[config.mk]
export PLATFORM = sky130hd
export DESIGN_NAME = gbe_rx_mux
export DESIGN_NICKNAME = d
export VERILOG_FILES = /design/src/rtl/gbe_rx_mux.sv
export SDC_FILE = /design/constraint.sdc
export NUM_CORES = 1
export LEC_CHECK = 0
export ABC_AREA = 1
export CAP_MARGIN = 40
export CORE_ASPECT_RATIO = 1.75
export CORE_UTILIZATION = 49
export CTS_CLUSTER_DIAMETER = 60
export DETAILED_ROUTE_END_ITERATION = 16
export MAX_ROUTING_LAYER = met4
export PLACE_DENSITY = 0.81
export SYNTH_ARGS = -nofsm -noshare
export SYNTH_HDL_FRONTEND = slang
export SYNTH_SLANG_ARGS = --single-unit
[constraint.sdc]
create_clock -name app_clk -period 5.99 [get_ports app_clk]
set_input_delay 1.198 -clock app_clk [delete_from_list [all_inputs] [get_ports app_clk]]
set_output_delay 1.198 -clock app_clk [all_outputs]
set_load 0.02 [all_outputs]
[src/rtl/gbe_rx_mux.sv]
// UDP receive demultiplexer: parses Ethernet/IPv4/UDP headers and forwards payload of matching
// frames to one of NUM_PORTS channels. Define GBE_RX_MUX_BCAST_EN to also accept broadcast MAC.
module gbe_rx_mux #(
   parameter int unsigned NUM_PORTS    = 4,
   parameter int unsigned PORT_BASE_EN = 0
) (
   input  logic                     app_clk,
   input  logic                     app_rst,
   input  logic [7:0]               mac_rx_data,
   input  logic                     mac_rx_dvld,
   input  logic                     mac_rx_goodframe,
   input  logic                     mac_rx_badframe,
   input  logic                     local_enable,
   input  logic [47:0]              local_mac,
   input  logic [31:0]              local_ip,
   input  logic [16*NUM_PORTS-1:0]  local_ports,
   input  logic [15:0]              local_port_base,
   input  logic [NUM_PORTS-1:0]     port_en,
   output logic [7:0]               app_data,
   output logic                     app_dvld,
   output logic                     app_eof,
   output logic                     app_badframe,
   output logic [2:0]               app_chan,
   output logic [31:0]              app_srcip,
   output logic [15:0]              app_srcport,
   output logic [15:0]              stat_drop
);

`ifdef GBE_RX_MUX_BCAST_EN
   localparam bit BcastEn = 1'b1;
`else
   localparam bit BcastEn = 1'b0;
`endif

   typedef enum logic [1:0] {StIdle, StHdr, StPayload, StDrop} state_e;

   state_e      state_q, state_d;
   logic [5:0]  off_q, off_d;
   logic        ucast_q, ucast_d, bcast_q, bcast_d;
   logic        sync_q, sync_d;
   logic [31:0] ip_cap_q, ip_cap_d;
   logic [15:0] sport_cap_q, sport_cap_d;
   logic [7:0]  hi_q, hi_d;
   logic [2:0]  chan_cap_q, chan_cap_d;
   logic [15:0] rem_q, rem_d;
   logic [7:0]  data_q, data_d;
   logic        dvld_q, dvld_d, eof_q, eof_d, bad_q, bad_d;
   logic [2:0]  chan_q, chan_d;
   logic [31:0] srcip_q, srcip_d;
   logic [15:0] srcport_q, srcport_d;
   logic [15:0] drop_q, drop_d;

   logic        frame_end, byte_vld, hdr_byte, first, hdr_ok;
   logic [5:0]  cur_off;
   logic [47:0] mac_sh;
   logic [1:0]  ip_idx;
   logic [31:0] ip_sh;
   logic [15:0] cur_word;
   logic        port_hit;
   logic [2:0]  port_idx;
   logic [15:0] port_val [NUM_PORTS];
   logic        unused_cfg;

   assign unused_cfg = ^{local_ports, local_port_base};

   // A byte coinciding with a frame-end pulse is dropped.
   assign frame_end = mac_rx_goodframe | mac_rx_badframe;
   assign byte_vld  = mac_rx_dvld & ~frame_end;
   assign first     = (state_q == StIdle);
   assign hdr_byte  = byte_vld && ((first && sync_q) || state_q == StHdr);
   assign cur_off   = first ? 6'd0 : off_q;
   assign mac_sh    = local_mac << {cur_off[2:0], 3'b000};
   assign ip_idx    = cur_off[1:0] - 2'd2;
   assign ip_sh     = local_ip << {ip_idx, 3'b000};
   assign cur_word  = {hi_q, mac_rx_data};

   for (genvar g = 0; g < NUM_PORTS; g++) begin : g_port
      if (PORT_BASE_EN != 0) begin : g_base
         assign port_val[g] = local_port_base + 16'(g);
      end else begin : g_list
         assign port_val[g] = local_ports[16*g +: 16];
      end
   end

   // Scan downwards so the lowest matching channel wins.
   always_comb begin
      port_hit = 1'b0;
      port_idx = 3'd0;
      for (int i = NUM_PORTS - 1; i >= 0; i--) begin
         if (port_en[i] && port_val[i] == cur_word) begin
            port_hit = 1'b1;
            port_idx = 3'(i);
         end
      end
   end

   always_comb begin
      state_d     = state_q;
      off_d       = off_q;
      ucast_d     = ucast_q;
      bcast_d     = bcast_q;
      sync_d      = sync_q | frame_end;
      ip_cap_d    = ip_cap_q;
      sport_cap_d = sport_cap_q;
      hi_d        = hi_q;
      chan_cap_d  = chan_cap_q;
      rem_d       = rem_q;
      data_d      = data_q;
      dvld_d      = 1'b0;
      eof_d       = 1'b0;
      bad_d       = 1'b0;
      chan_d      = chan_q;
      srcip_d     = srcip_q;
      srcport_d   = srcport_q;
      drop_d      = drop_q;
      hdr_ok      = 1'b1;
      if (frame_end) begin
         state_d = StIdle;
         if (state_q == StPayload) begin
            eof_d = 1'b1;
            bad_d = mac_rx_badframe || (rem_q != 16'd0);
         end
      end else if (hdr_byte) begin
         off_d = cur_off + 6'd1;
         case (cur_off)
            6'd0, 6'd1, 6'd2, 6'd3, 6'd4, 6'd5: begin
               ucast_d = (first || ucast_q) && (mac_rx_data == mac_sh[47:40]);
               bcast_d = (first || bcast_q) && (mac_rx_data == 8'hFF);
               hdr_ok  = (ucast_d || (BcastEn && bcast_d)) && (!first || local_enable);
            end
            6'd12: hdr_ok = (mac_rx_data == 8'h08);
            6'd13: hdr_ok = (mac_rx_data == 8'h00);
            6'd14: hdr_ok = (mac_rx_data == 8'h45);
            6'd23: hdr_ok = (mac_rx_data == 8'h11);
            6'd26, 6'd27, 6'd28, 6'd29: ip_cap_d = {ip_cap_q[23:0], mac_rx_data};
            6'd30, 6'd31, 6'd32, 6'd33: hdr_ok = (mac_rx_data == ip_sh[31:24]);
            6'd34, 6'd35: sport_cap_d = {sport_cap_q[7:0], mac_rx_data};
            6'd36, 6'd38: hi_d = mac_rx_data;
            6'd37: begin
               hdr_ok     = port_hit;
               chan_cap_d = port_idx;
            end
            6'd39: begin
               hdr_ok = (cur_word >= 16'd9);
               rem_d  = cur_word - 16'd8;
            end
            default: ;
         endcase
         if (!hdr_ok) begin
            state_d = StDrop;
            if (drop_q != 16'hFFFF) drop_d = drop_q + 16'd1;
         end else if (cur_off == 6'd41) begin
            state_d   = StPayload;
            chan_d    = chan_cap_q;
            srcip_d   = ip_cap_q;
            srcport_d = sport_cap_q;
         end else begin
            state_d = StHdr;
         end
      end else if (byte_vld && state_q == StPayload && rem_q != 16'd0) begin
         // Down-counter trims Ethernet pad beyond the UDP length.
         dvld_d = 1'b1;
         data_d = mac_rx_data;
         rem_d  = rem_q - 16'd1;
      end
   end

   always_ff @(posedge app_clk or posedge app_rst) begin
      if (app_rst) begin
         state_q     <= StIdle;
         off_q       <= 6'd0;
         ucast_q     <= 1'b0;
         bcast_q     <= 1'b0;
         sync_q      <= 1'b0;
         ip_cap_q    <= 32'd0;
         sport_cap_q <= 16'd0;
         hi_q        <= 8'd0;
         chan_cap_q  <= 3'd0;
         rem_q       <= 16'd0;
         data_q      <= 8'd0;
         dvld_q      <= 1'b0;
         eof_q       <= 1'b0;
         bad_q       <= 1'b0;
         chan_q      <= 3'd0;
         srcip_q     <= 32'd0;
         srcport_q   <= 16'd0;
         drop_q      <= 16'd0;
      end else begin
         state_q     <= state_d;
         off_q       <= off_d;
         ucast_q     <= ucast_d;
         bcast_q     <= bcast_d;
         sync_q      <= sync_d;
         ip_cap_q    <= ip_cap_d;
         sport_cap_q <= sport_cap_d;
         hi_q        <= hi_d;
         chan_cap_q  <= chan_cap_d;
         rem_q       <= rem_d;
         data_q      <= data_d;
         dvld_q      <= dvld_d;
         eof_q       <= eof_d;
         bad_q       <= bad_d;
         chan_q      <= chan_d;
         srcip_q     <= srcip_d;
         srcport_q   <= srcport_d;
         drop_q      <= drop_d;
      end
   end

   assign app_data     = data_q;
   assign app_dvld     = dvld_q;
   assign app_eof      = eof_q;
   assign app_badframe = bad_q;
   assign app_chan     = chan_q;
   assign app_srcip    = srcip_q;
   assign app_srcport  = srcport_q;
   assign stat_drop    = drop_q;

endmodule

==> impl_metrics.json <==
{
  "combinationalPowerShare_pct": 20.0,
  "cp_slowest_stage_delay_ns": 0.74,
  "finalMaxSlewViolations": 0,
  "crit_cells": 17,
  "synth_ff_type": "dfrtp_1",
  "cp_slowest_cell": "clkdlybuf4s50_1",
  "drt-total-wl_mm": 29.5,
  "port_buffers": 238,
  "dr.pass1.iters": 5,
  "path_delay_family": "simple AND/OR/NAND/NOR gates",
  "path_max_fanout": 14,
  "cts_buffers": 17,
  "clock_sinks": 161,
  "synth_edf_count": 0,
  "dp_slack_ns": 1.46,
  "critical_path_arrival_ns": 4.53,
  "synth_cells": 1384,
  "cp.required_ns": 6.31,
  "netSwitchingPower_uw": 870,
  "p_int_mw": 2.09,
  "worst_slew_pin_slew_ns": 0.780,
  "grt_util_all_layers_pct": 31.8,
  "antenna_found_initial": 0,
  "cts_buffer_depth": 2,
  "finalSetupTns_ns": 0,
  "synth.avg_cell_area_um2": 6.85,
  "period_share_pct": 70.4,
  "layout-area-overhead-vs-synth_pct": 33.4,
  "worst_path_most_repeated_cell": "nand2_1",
  "drive_gt1_share_pct": 5.35,
  "synth_cell_types": 42,
  "whs_path_depth": 2,
  "cp-end-kind": "register",
  "die-height_um": 186,
  "grt_pass1_wl_mm": 47.1,
  "cts-resized-gates": 0,
  "hold_viol_final": 0,
  "place_congestion": 1.01,
  "multi_input_area_um2": 4570,
  "dr_total_vias": 9798,
  "period_minus_slack_ns": 4.22,
  "start_util_pct": 49.8,
  "cts_tree": "yes",
  "finalNetCount": 1775,
  "yosysSeqAreaShare_pct": 42.5,
  "grt_pass1_vias": 9728,
  "status": "completed",
  "dp_hpwl_mm": 21.8,
  "setup.worst_path.class": "input pin to register",
  "syn-num-nets": 1565,
  "power_leakage_nw": 6.17,
  "grt_max_degree": 84,
  "die_w_um": 107,
  "reg2regPathDepth": 17,
  "grt_remaining_overflow": 0,
  "cellPowerDensity_nw_per_um2": 234,
  "async_flop_share_pct": 100,
  "skew_ns": 0.0128,
  "finalSetupViolCount": 0,
  "synth_top_cell_area_share_pct": 42.5,
  "syn-cell-area_um2": 9480,
  "dieArea_um2": 19900,
  "cap_violations": 0,
  "clkPwrFrac_pct": 38.7,
  "coreArea_um2": 19000,
  "viasPerCell": 5.30,
  "clk_pin_slew_ns": 0.07,
  "rsz0062_at_grt": "false",
  "drc": 0,
  "p_seq_share_pct": 41.3,
  "start_kind": "input pin",
  "ys_top_cells_by_area": "dfrtp_1 (42%), nand2_1 (20%), o21ai_0 (7.5%)",
  "fmax_mhz": 237,
  "synth_top_cell_by_area": "dfrtp_1",
  "cts-root-buf": "clkbuf_16",
  "ios": 256,
  "path_buf_inv": 3,
  "ys_ff_latch": 161,
  "antenna_left": 0,
  "ir_worst_vdd_mv": 0.196,
  "yosys_warnings": 0,
  "postCtsSetupBuffers": 0,
  "cp_cell_sequence": "clkdlybuf4s50_1 -> inv_1 -> or2_2 -> nand2_1 -> nor2_1 -> nand2_1 -> nor2_1 -> nand3_1 -> nand2_1 -> o21bai_1 -> nand2_1 -> a21oi_2 -> nand3_2 -> nor2_2 -> nand3_1 -> nand2_1 -> inv_1",
  "diodes": 0,
  "setup_slack_ns": 1.77,
  "worstSkewPairLatency_ns": 0.42,
  "drt_iter0_drc": 609,
  "wl_per_cell_um": 16.0,
  "hp-class": "register to register",
  "cts_max_level": 4,
  "seq_area_um2": 4030,
  "fillers": 1667,
  "whs_ns": 0.478,
  "switching_share_pct": 29.4,
  "num_rows": 67,
  "slew_headroom_pct": 47.8,
  "postCtsHoldBufs": 0
}
cells in the final DEF (no fill, tap or decap), types with 6 or more instances in the layout:
cell type        synthesis  layout
nand3_1                 71      71
o21ai_1                  7       7
buf_4                    2      10
nor2_1                 109     109
clkdlybuf4s50_1          0     238
nor2_2                   7       7
nor3_1                  23      23
nand4_1                 13      13
nand2_1                501     500
a21oi_1                 22      22
o21ai_0                142     142
nand2_2                  5       6
dfrtp_1                161     161
or2_2                   16      16
clkbuf_16                0      17
inv_1                  166     165
xor2_1                  31      31
o211ai_1                 7       7
synthesized netlist by cell type (12+ instances only):
| master | instances |
|---|---|
| xor2_1 | 31 |
| nand4_1 | 13 |
| nor2_1 | 109 |
| nand2_1 | 501 |
| inv_1 | 166 |
| dfrtp_1 | 161 |
| buf_2 | 12 |
| o21ai_0 | 142 |
| nor3_1 | 23 |
| a21oi_1 | 22 |
| nand3_1 | 71 |
| or2_2 | 16 |
| clkbuf_1 | 42 |
cell families after synthesis:
logic type	Yosys count	synth area share, %
simple gates	759	33.1
buf+inv	228	9.50
compound gates	196	11.1
flops	161	42.5
xor+xnor	36	3.33
fa+ha+maj	3	0.396
other cells	1	0.0396
area by class of cell:
| cell class | count | area share, % |
|---|---|---|
| clock inverter | 14 | 1.52 |
| inverter | 169 | 5.06 |
| multi-input combinational | 995 | 36.1 |
| timing repair buffer | 250 | 19.6 |
| clock buffer | 18 | 3.39 |
| tap | 241 | 2.38 |
| sequential | 161 | 31.9 |
metrics by stage:
step                      power, mW  cells  instance area, µm²  utilization [%]
final                          2.96   1848               12600             66.5
after global routing           3.10   1848               12600             66.5
after CTS                      2.97   1848               12600             66.5
after detailed placement       1.83   1816               12000             63.2
after global placement         1.81   1813               12000             63.0
after floorplan                1.55   1384                9480                -
state kept, by name, indices dropped and copies added, names as in the netlist:
name / count
ip_cap_q: 32
chan_cap_q: 2
app_data: 8
app_srcport: 16
stat_drop: 16
app_badframe: 1
sync_q: 1
rem_q: 16
ucast_q: 1
app_eof: 1
app_srcip: 32
state_q: 2
app_chan: 2
hi_q: 8
app_dvld: 1
sport_cap_q: 16
off_q: 6
final timing paths:
path / from / end / slack [ns]
worst max-delay path: mac_rx_data[5] / stat_drop[10] / 1.77
worst min-delay path: sport_cap_q[12] / app_srcport[12] / 0.48
worst max register to register: off_q[0] / stat_drop[10] / 2.14
worst min register to register: sport_cap_q[12] / app_srcport[12] / 0.48
max in group asynchronous: app_rst / hi_q[1] / 3.64
min in group asynchronous: app_rst / app_srcip[28] / 1.27
worst reg2reg max path: stages (launching register included):
cell and delay (ns):
dfrtp_1 0.77, inv_1 0.21, nor2_4 0.52, nand2_2 0.29, inv_2 0.26, nand2_1 0.07
nand2_1 0.11, nand2_1 0.08, nand3_1 0.10, nand2_1 0.08, nand3_1 0.09, inv_1 0.06
nand3_1 0.21, nand3_2 0.36, nor2_2 0.33, nand3_1 0.11, nand2_1 0.08, inv_1 0.03
power by group through the flow:
stage	logic, mW	registers, mW	clock network [mW]
floorplan	0.290	1.26	0
global placement	0.571	1.24	0
detailed placement	0.586	1.24	0
CTS	0.589	1.22	1.16
global route	0.657	1.23	1.21
finish	0.591	1.22	1.15
routing by layer:
| layer | vias up | track usage [%] | share of wire, % |
|---|---|---|---|
| met5 | - | - | 0 |
| met4 | 0 | 22.6 | 7.3 |
| met3 | 136 | 4.20 | 4.6 |
| met2 | 413 | 55.4 | 52 |
| met1 | 4490 | 32.7 | 36 |
| li1 | 4759 | - | - |
Power figures use the tool's default switching activity.
